--- src/rtl/tc11_mod_adder_seq_if.sv ---
// Operand/result handshake bundle for the modulo-11 thermometer adder.
// The master drives operands and accepts results; the slave is the adder.
interface tc11_mod_adder_seq_if;
  logic        in_valid;
  logic        in_ready;
  logic [10:1] a_tc;
  logic [10:1] b_tc;
  logic        out_valid;
  logic        out_ready;
  logic [10:1] sum_tc;
  logic [4:1]  sum_bin;
  logic        code_err;

  modport master (
    output in_valid, a_tc, b_tc, out_ready,
    input  in_ready, out_valid, sum_tc, sum_bin, code_err
  );

  modport slave (
    input  in_valid, a_tc, b_tc, out_ready,
    output in_ready, out_valid, sum_tc, sum_bin, code_err
  );
endinterface

--- src/rtl/tc11_mod_adder_seq.sv ---
// Sequential modulo-11 adder on 10-bit thermometer residues: a is stepped
// once per set bit of b, then the sum is held until the consumer takes it.
module tc11_mod_adder_seq (
  input  logic                 clk,
  input  logic                 rst,
  tc11_mod_adder_seq_if.slave  bus
);

  typedef enum logic [1:0] {IDLE = 2'd0, RUN = 2'd1, DONE = 2'd2} state_t;

  state_t      r_state;
  logic [10:1] r_acc;
  logic [10:1] r_cnt;
  logic        r_err;
  logic        r_in_ready;
  logic        r_out_valid;

  logic        w_bad;
  logic [10:1] w_cnt_shr;

  // A thermometer code has no zero below a one, so x+1 never overlaps x.
  function automatic logic legal(input logic [10:1] x);
    logic [10:0] ext;
    logic [10:0] nxt;
    ext = {1'b0, x};
    nxt = ext + 11'd1;
    return ((ext & nxt) == 11'd0);
  endfunction

  function automatic logic [10:1] inc(input logic [10:1] x);
    if (x == 10'h3FF) return 10'h000;
    return {x[9:1], 1'b1};
  endfunction

  function automatic logic [4:1] popcount(input logic [10:1] x);
    logic [4:1] n;
    n = 4'd0;
    for (int i = 1; i <= 10; i++) n = n + {3'd0, x[i]};
    return n;
  endfunction

  assign w_bad     = !(legal(bus.a_tc) && legal(bus.b_tc));
  assign w_cnt_shr = {1'b0, r_cnt[10:2]};

  always_ff @(posedge clk or posedge rst) begin
    if (rst) begin
      r_state     <= IDLE;
      r_acc       <= 10'd0;
      r_cnt       <= 10'd0;
      r_err       <= 1'b0;
      r_in_ready  <= 1'b1;
      r_out_valid <= 1'b0;
    end else begin
      case (r_state)
        IDLE: begin
          if (bus.in_valid) begin
            r_acc      <= bus.a_tc;
            r_cnt      <= bus.b_tc;
            r_err      <= w_bad;
            r_in_ready <= 1'b0;
            if (w_bad || bus.b_tc == 10'd0) begin
              r_state     <= DONE;
              r_out_valid <= 1'b1;
            end else begin
              r_state <= RUN;
            end
          end
        end
        RUN: begin
          r_acc <= inc(r_acc);
          r_cnt <= w_cnt_shr;
          if (w_cnt_shr == 10'd0) begin
            r_state     <= DONE;
            r_out_valid <= 1'b1;
          end
        end
        DONE: begin
          // Returning to IDLE takes a cycle; no operands are taken here.
          if (bus.out_ready) begin
            r_state     <= IDLE;
            r_out_valid <= 1'b0;
            r_in_ready  <= 1'b1;
          end
        end
        default: begin
          r_state     <= IDLE;
          r_out_valid <= 1'b0;
          r_in_ready  <= 1'b1;
        end
      endcase
    end
  end

  assign bus.in_ready  = r_in_ready;
  assign bus.out_valid = r_out_valid;
  assign bus.code_err  = r_err;
  assign bus.sum_tc    = r_err ? 10'd0 : r_acc;
  assign bus.sum_bin   = r_err ? 4'd0 : popcount(r_acc);

endmodule

--- src/flat_wrapper.sv ---
// flat-port wrapper written by rule: the top's interface ports become plain ports
module tc11_mod_adder_seq_flat 
  (clk, rst, bus_in_valid, bus_a_tc, bus_b_tc, bus_out_ready, bus_in_ready, bus_out_valid, bus_sum_tc, bus_sum_bin, bus_code_err);
  tc11_mod_adder_seq_if bus_i ();
  input  logic clk;
  input  logic rst;
  input wire logic [$bits(bus_i.in_valid)-1:0] bus_in_valid;
  input wire logic [$bits(bus_i.a_tc)-1:0] bus_a_tc;
  input wire logic [$bits(bus_i.b_tc)-1:0] bus_b_tc;
  input wire logic [$bits(bus_i.out_ready)-1:0] bus_out_ready;
  output wire logic [$bits(bus_i.in_ready)-1:0] bus_in_ready;
  output wire logic [$bits(bus_i.out_valid)-1:0] bus_out_valid;
  output wire logic [$bits(bus_i.sum_tc)-1:0] bus_sum_tc;
  output wire logic [$bits(bus_i.sum_bin)-1:0] bus_sum_bin;
  output wire logic [$bits(bus_i.code_err)-1:0] bus_code_err;
  assign bus_i.in_valid = bus_in_valid;
  assign bus_i.a_tc = bus_a_tc;
  assign bus_i.b_tc = bus_b_tc;
  assign bus_i.out_ready = bus_out_ready;
  assign bus_in_ready = bus_i.in_ready;
  assign bus_out_valid = bus_i.out_valid;
  assign bus_sum_tc = bus_i.sum_tc;
  assign bus_sum_bin = bus_i.sum_bin;
  assign bus_code_err = bus_i.code_err;
  tc11_mod_adder_seq u_core (.clk(clk), .rst(rst), .bus(bus_i));
endmodule
--- config.mk ---
export PLATFORM = sky130hd
export DESIGN_NAME = tc11_mod_adder_seq_flat
export DESIGN_NICKNAME = d
export VERILOG_FILES = /design/src/rtl/tc11_mod_adder_seq_if.sv /design/src/rtl/tc11_mod_adder_seq.sv /design/src/flat_wrapper.sv
export SDC_FILE = /design/constraint.sdc
export NUM_CORES = 1
export LEC_CHECK = 0
export CORE_UTILIZATION = 30
export DETAILED_ROUTE_END_ITERATION = 7
export RECOVER_POWER = 25
export SYNTH_ARGS = -nofsm -noshare
export SYNTH_HDL_FRONTEND = slang
export SYNTH_SLANG_ARGS = --single-unit
export TNS_END_PERCENT = 50
--- constraint.sdc ---
create_clock -name clk -period 8.55 [get_ports clk]
set_input_delay 1.2825 -clock clk [delete_from_list [all_inputs] [get_ports clk]]
set_output_delay 1.2825 -clock clk [all_outputs]
set_load 0.02 [all_outputs]
# Word level (Yosys, flattened, before mapping)
# Index checks and enable logic that the tools add are counted.
[totals] out_inout_bits=17 mem_bits_ro=0 ff_bits=25 elab_cells=64 memories=0 latchBits=0 ram_bits=0 in_bits=24
[classes] n_addsub=11 n_bitwise=3 order_cmp=0 div=0 n_eq_ne=7 shift=0 mux=23 multipliers=0 n_reduce_logical=14
[op_table] op="two-way mux 10 bit" n=5
[op_table] op="one-hot mux 10 bit (2 select lines)" n=2
[op_table] op="adder 4 x 1 -> 4 bit" n=8
[op_table] op="adder 10 x 1 -> 11 bit (second input constant)" n=2
[op_table] op="bitwise AND 10 x 11 -> 11 bit" n=2
[op_table] op="zero test 11 bit" n=2
[op_table] op="zero test 10 bit" n=2
[op_table] op="equality test 10 bit (second input constant)" n=1
[op_table] op="two-way mux 1 bit" n=8
[op_table] op="two-way mux 2 bit" n=4
[op_table] op="one-hot mux 1 bit (3 select lines)" n=2
[op_table] op="one-hot mux 2 bit (3 select lines)" n=1
[op_table] op="AND reduction 3 bit" n=2
[op_table] op="two-way mux 4 bit" n=1
[op_table] op="inequality test 2 x 1 -> 1 bit (second input constant)" n=2
[op_table] op="inequality test 2 bit (second input constant)" n=2
[op_table] op="AND reduction 2 bit" n=2
[op_table] op="AND reduction 4 bit" n=1
[op_table] op="adder 1 x 1 -> 2 bit" n=1
[op_table] op="equality test 2 x 1 -> 1 bit (second input constant)" n=1
[op_table] op="equality test 2 bit (second input constant)" n=1
[op_table] op="zero test 2 bit" n=1
[op_table] op="nonzero test 2 bit" n=1
[op_table] op="logical AND 1 bit" n=1
[op_table] op="3 further kinds" n=3

# Depth between registers and ports, before layout
[depth] depth_word=10 depth_mapped=11 depth_no_buf=11

# Worst setup path before layout
# OpenSTA, ideal clock, no wires.
[synth_path] path_type="reg2out" start="register u_core.r_acc[1] (netlist name)" end="output port bus_sum_bin[2]" required_ns=7.267 t_arrival_ns=3.255 slack_ns=4.013 n_path_buf=0 stages_incl_launch_ff=10 path_cell_list="dfrtp_1 > ha_1 > inv_1 > fa_1 > fa_1 > fa_1 > fa_1 > fa_1 > xnor2_1 > nor2_1"
[synth_between] elab_chain_cells=10
[synth_lines] item="from (decl)" line_no="tc11_mod_adder_seq.sv:12" text="logic [10:1] r_acc;"
[synth_lines] item="from (signal assigned)" line_no="tc11_mod_adder_seq.sv:57" text="r_acc <= bus.a_tc;"
[synth_lines] item="from (signal assigned)" line_no="tc11_mod_adder_seq.sv:70" text="r_acc <= inc(r_acc);"
[synth_lines] item="adder 1 x 1 -> 2 bit" line_no="tc11_mod_adder_seq.sv:38" text="for (int i = 1; i <= 10; i++) n = n + {3'd0, x[i]};"
[synth_lines] item="adder 4 x 1 -> 4 bit (8 in a row)" line_no="tc11_mod_adder_seq.sv:38"
[synth_lines] item="two-way mux 4 bit" line_no="tc11_mod_adder_seq.sv:98" text="assign bus.sum_bin = r_err ? 4'd0 : popcount(r_acc);"
[synth_lines] item="to (decl)" line_no="flat_wrapper.sv:14" text="output wire logic [$bits(bus_i.sum_bin)-1:0] bus_sum_bin;"
# No other way between the ends.

# Worst setup path in the final report
# Ends and elaborated chain as after synthesis.

==> flow_summary.yaml <==
sta:
  setup_total_negative_slack_ns: 0
  tightest_slew_ns: 0.943
  finalWorstPathRequiredPeriod_ns: 5.36
  timing_max_transition_violations_final: 0
  finalCritPeriodShare_pct: 62.6
  grt_setup_unrepaired: "false"
  worst_clock_skew_ns: 0.00321
  setup-violations-final: 0
  max_transition_margin_pct: 37.1
  finalHoldViolCount: 0
  max_clock_freq_mhz: 187
global_route:
  grt_antenna_before_repair: 0
  grt_first_pass_wirelength_um: 6830
  grt.total_usage_pct: 16.1
  grt-ovfl-total: 0
  grt_pass1_vias: 1425
  grt_start_max_net_pins: 25
worst_setup_path:
  worst_ep_required_time_ns: 7.27
  timing.critical_path.buf_inv: 2
  worst-path-max-fanout: 4
  critPathTopFamily: "adder cells"
  worst_path_most_repeated_cell: "sky130_fd_sc_hd__fa_1"
  crit_arrival_ns: 4.07
  path_cells: "ha_1 -> inv_1 -> fa_1 -> fa_1 -> fa_1 -> fa_1 -> fa_1 -> xnor2_1 -> nor2_1 -> clkdlybuf4s50_1"
  sort_of_element_at_the_start_of_the_critical_path: "flip-flop"
  criticalPathCategory: "reg -> out"
  biggest_cell_delay_along_the_critical_path_ns: 0.61
  critPathCaptureType: "output port"
  crit_path_top_delay_cell: "sky130_fd_sc_hd__clkdlybuf4s50_1"
floorplanning:
  die_h_um: 74.8
  placeableCoreArea_mm2: 0.00511
  dieArea_mm2: 0.00559
  placement_rows: 26
  start_util_pct: 31.1
  die-width_um: 74.8
  pin_count: 41
power:
  vdd_ir_drop_max_uv: 172
  power.density_cell_area_mw_per_mm2: 193
  static-leakage-power_uw: 0.000870
clock_network:
  clk_transition_reported_paths_ns: 0.09
  numCtsBuffers: 3
  post-cts-setup-buffer-count: 0
  cts_tree: "yes"
  cts.root.buffer_cell: "sky130_fd_sc_hd__clkbuf_8"
  clock_latency_on_the_worst_skew_pair_ns: 0.27
  ctsResizeCount: 0
  cts_max_level: 1
  total_number_of_clock_tree_sinks: 24
  ctsHoldBuffers: 0
  cts_max_path_buffers: 2
synth:
  sequential_element_share_of_the_synthesized_area_pct: 37.9
  synthesized_area_per_cell_um2: 8.58
  synth_cell_types: 35
  synth_area_leaders: "sky130_fd_sc_hd__dfrtp_1 36%, sky130_fd_sc_hd__fa_1 7.6%, sky130_fd_sc_hd__nor2_1 6.1%, sky130_fd_sc_hd__a21oi_1 5.4%, sky130_fd_sc_hd__a221oi_1 4.4%"
  share_of_synthesized_cell_area_in_and_or_nand_and_nor_gates_pct: 21.3
  post_synth_mux_area_share_pct: 0
  synth_cells: 185
  synth_compound_gate_area_share_pct: 22.2
  synth.cell_area_mm2: 0.00159
  ys.warnings.count: 0
  synth-edff-count: 0
  synth_largest_area_cell: "sky130_fd_sc_hd__dfrtp_1"
  postSynthRegisterBits: 24
  synth_async_sr_flop_share_pct: 100
  xor_xnor_fraction_of_synth_area_pct: 0.552
  post_synth_fa_ha_maj_area_fraction_pct: 11.5
  synth_top_flop_cell: "sky130_fd_sc_hd__dfrtp_1"
  synth_top_area_share_pct: 36.2
  synth_top_family_by_area: "compound AO/OA/AOI/OAI gates"
  postSynthNetCount: 220
detailed_routing:
  num_vias: 1448
  totalWireLength_um: 4190
  dr.first_iter.drc_count: 75
  dr.pass1.iters: 4
  wl_per_cell_um: 14.3
  viasPerCell: 4.96
  route.antenna.remaining_nets: 0
  drc: 0
layout:
  finish.utilization_pct: 41.0
  final_net_count: 258
  design_area_final_mm2: 0.00210
  ant_cells: 0
  share_of_cells_above_drive_strength_1_pct: 6.31
  syn_to_final_growth_pct: 32.0
outcome:
  run_status: "complete, no violations"
job:
  max_cap_viol_count: 0
placed_design:
  place.gp.congestion: 0.783
  port-buffer-count: 40
  dp_hpwl_um: 3180
  post_dp_cell_area_mm2: 0.00205
min_path:
  hold_class: "reg -> reg"
[worst reg2reg max path, cell delays in order, from the launching register on]
cell and delay, ns:
sky130_fd_sc_hd__dfrtp_1 0.59, sky130_fd_sc_hd__clkinv_1 0.54, sky130_fd_sc_hd__nand2_1 0.27, sky130_fd_sc_hd__nor2_1 0.14, sky130_fd_sc_hd__a32o_1 0.25
[report_power, final]
part	internal [uW]	switching, uW
clock	33.3	36.8
combinational	84.7	96.1
sequential	135	18.1
total	253	151
[through the flow]
stage	instances	worst slack (ns)	power [uW]	hold WS (ns)
floorplan	185	4.01	286	0.451
global placement	288	3.54	334	0.468
detailed placement	288	3.48	341	0.486
CTS	292	3.16	412	0.507
global route	292	3.07	444	0.528
finish	292	3.19	405	0.508
[metal layers]
layer  vias up  part of all wire (%)  track usage [%]
li1        718                     -                -
met4         0                  0.81             3.77
met5         -                     0                0
met1       684                    45             21.3
met3         5                   7.1             3.75
met2        41                    47             26.7
[cells by family (layout without fill, tap and decap cells)]
group	Yosys count	after routing
AND/OR/NAND/NOR	69	69
AO/OA/AOI/OAI	53	53
buffers and inverters	27	64
adder cells (fa/ha/maj)	11	11
XOR/XNOR	1	1
flip-flops	24	24
[registers in the layout (all words and copies together), names as in the netlist]
name	count
u_core.bus.in_ready	1
u_core.r_acc	10
u_core.r_state	2
u_core.bus.out_valid	1
u_core.bus.code_err	1
u_core.r_cnt	9
[worst paths after layout]
path / from / endpoint / slack [ns] / cells after the start
setup / recovery: u_core.r_acc[1] / bus_sum_bin[2] / 3.19 / 10
hold / removal: u_core.bus.out_valid / u_core.bus.out_valid / 0.51 / 2
setup reg to reg: u_core.r_state[0] / u_core.r_state[0] / 6.65 / 4
hold reg to reg: u_core.bus.out_valid / u_core.bus.out_valid / 0.51 / 2
max in group asynchronous: rst / u_core.r_cnt[8] / 6.32 / 2
min in group asynchronous: rst / u_core.r_cnt[5] / 1.66 / 2
[cells in the final DEF (no fill, tap or decap), drive strengths merged, types with 2 or more instances in the layout]
master / n
or2b: 2
a21oi: 17
clkbuf: 4
nand2: 13
nor2b: 3
dfrtp: 23
dlygate4sd3: 2
a221oi: 8
fa: 6
nor3: 6
nor4: 2
o21ai: 11
a31oi: 7
nor2: 26
o22ai: 3
clkdlybuf4s50: 38
and2: 11
nand4: 2
inv: 18
ha: 5
[cell type report]
cell class / instances / area, um^2
Multi-Input combinational cell: 134 / 882
Timing Repair Buffer: 41 / 408
Fill cell: 536 / 3010
Inverter: 19 / 71.3
Clock buffer: 4 / 45.0
Sequential cell: 24 / 602
Tap cell: 70 / 87.6
[cell usage after synthesis (all sizes together), types with 2 or more instances]
master  instances
a21oi          17
a221oi          8
a31oi           7
and2           11
buf             2
clkbuf          6
dfrtp          23
fa              6
ha              5
inv            18
nand2          13
nand4           2
nor2           26
nor2b           3
nor3            6
nor4            2
o21ai          11
o22ai           3
or2b            2
Note: power is estimated with default switching activity, not from simulation.
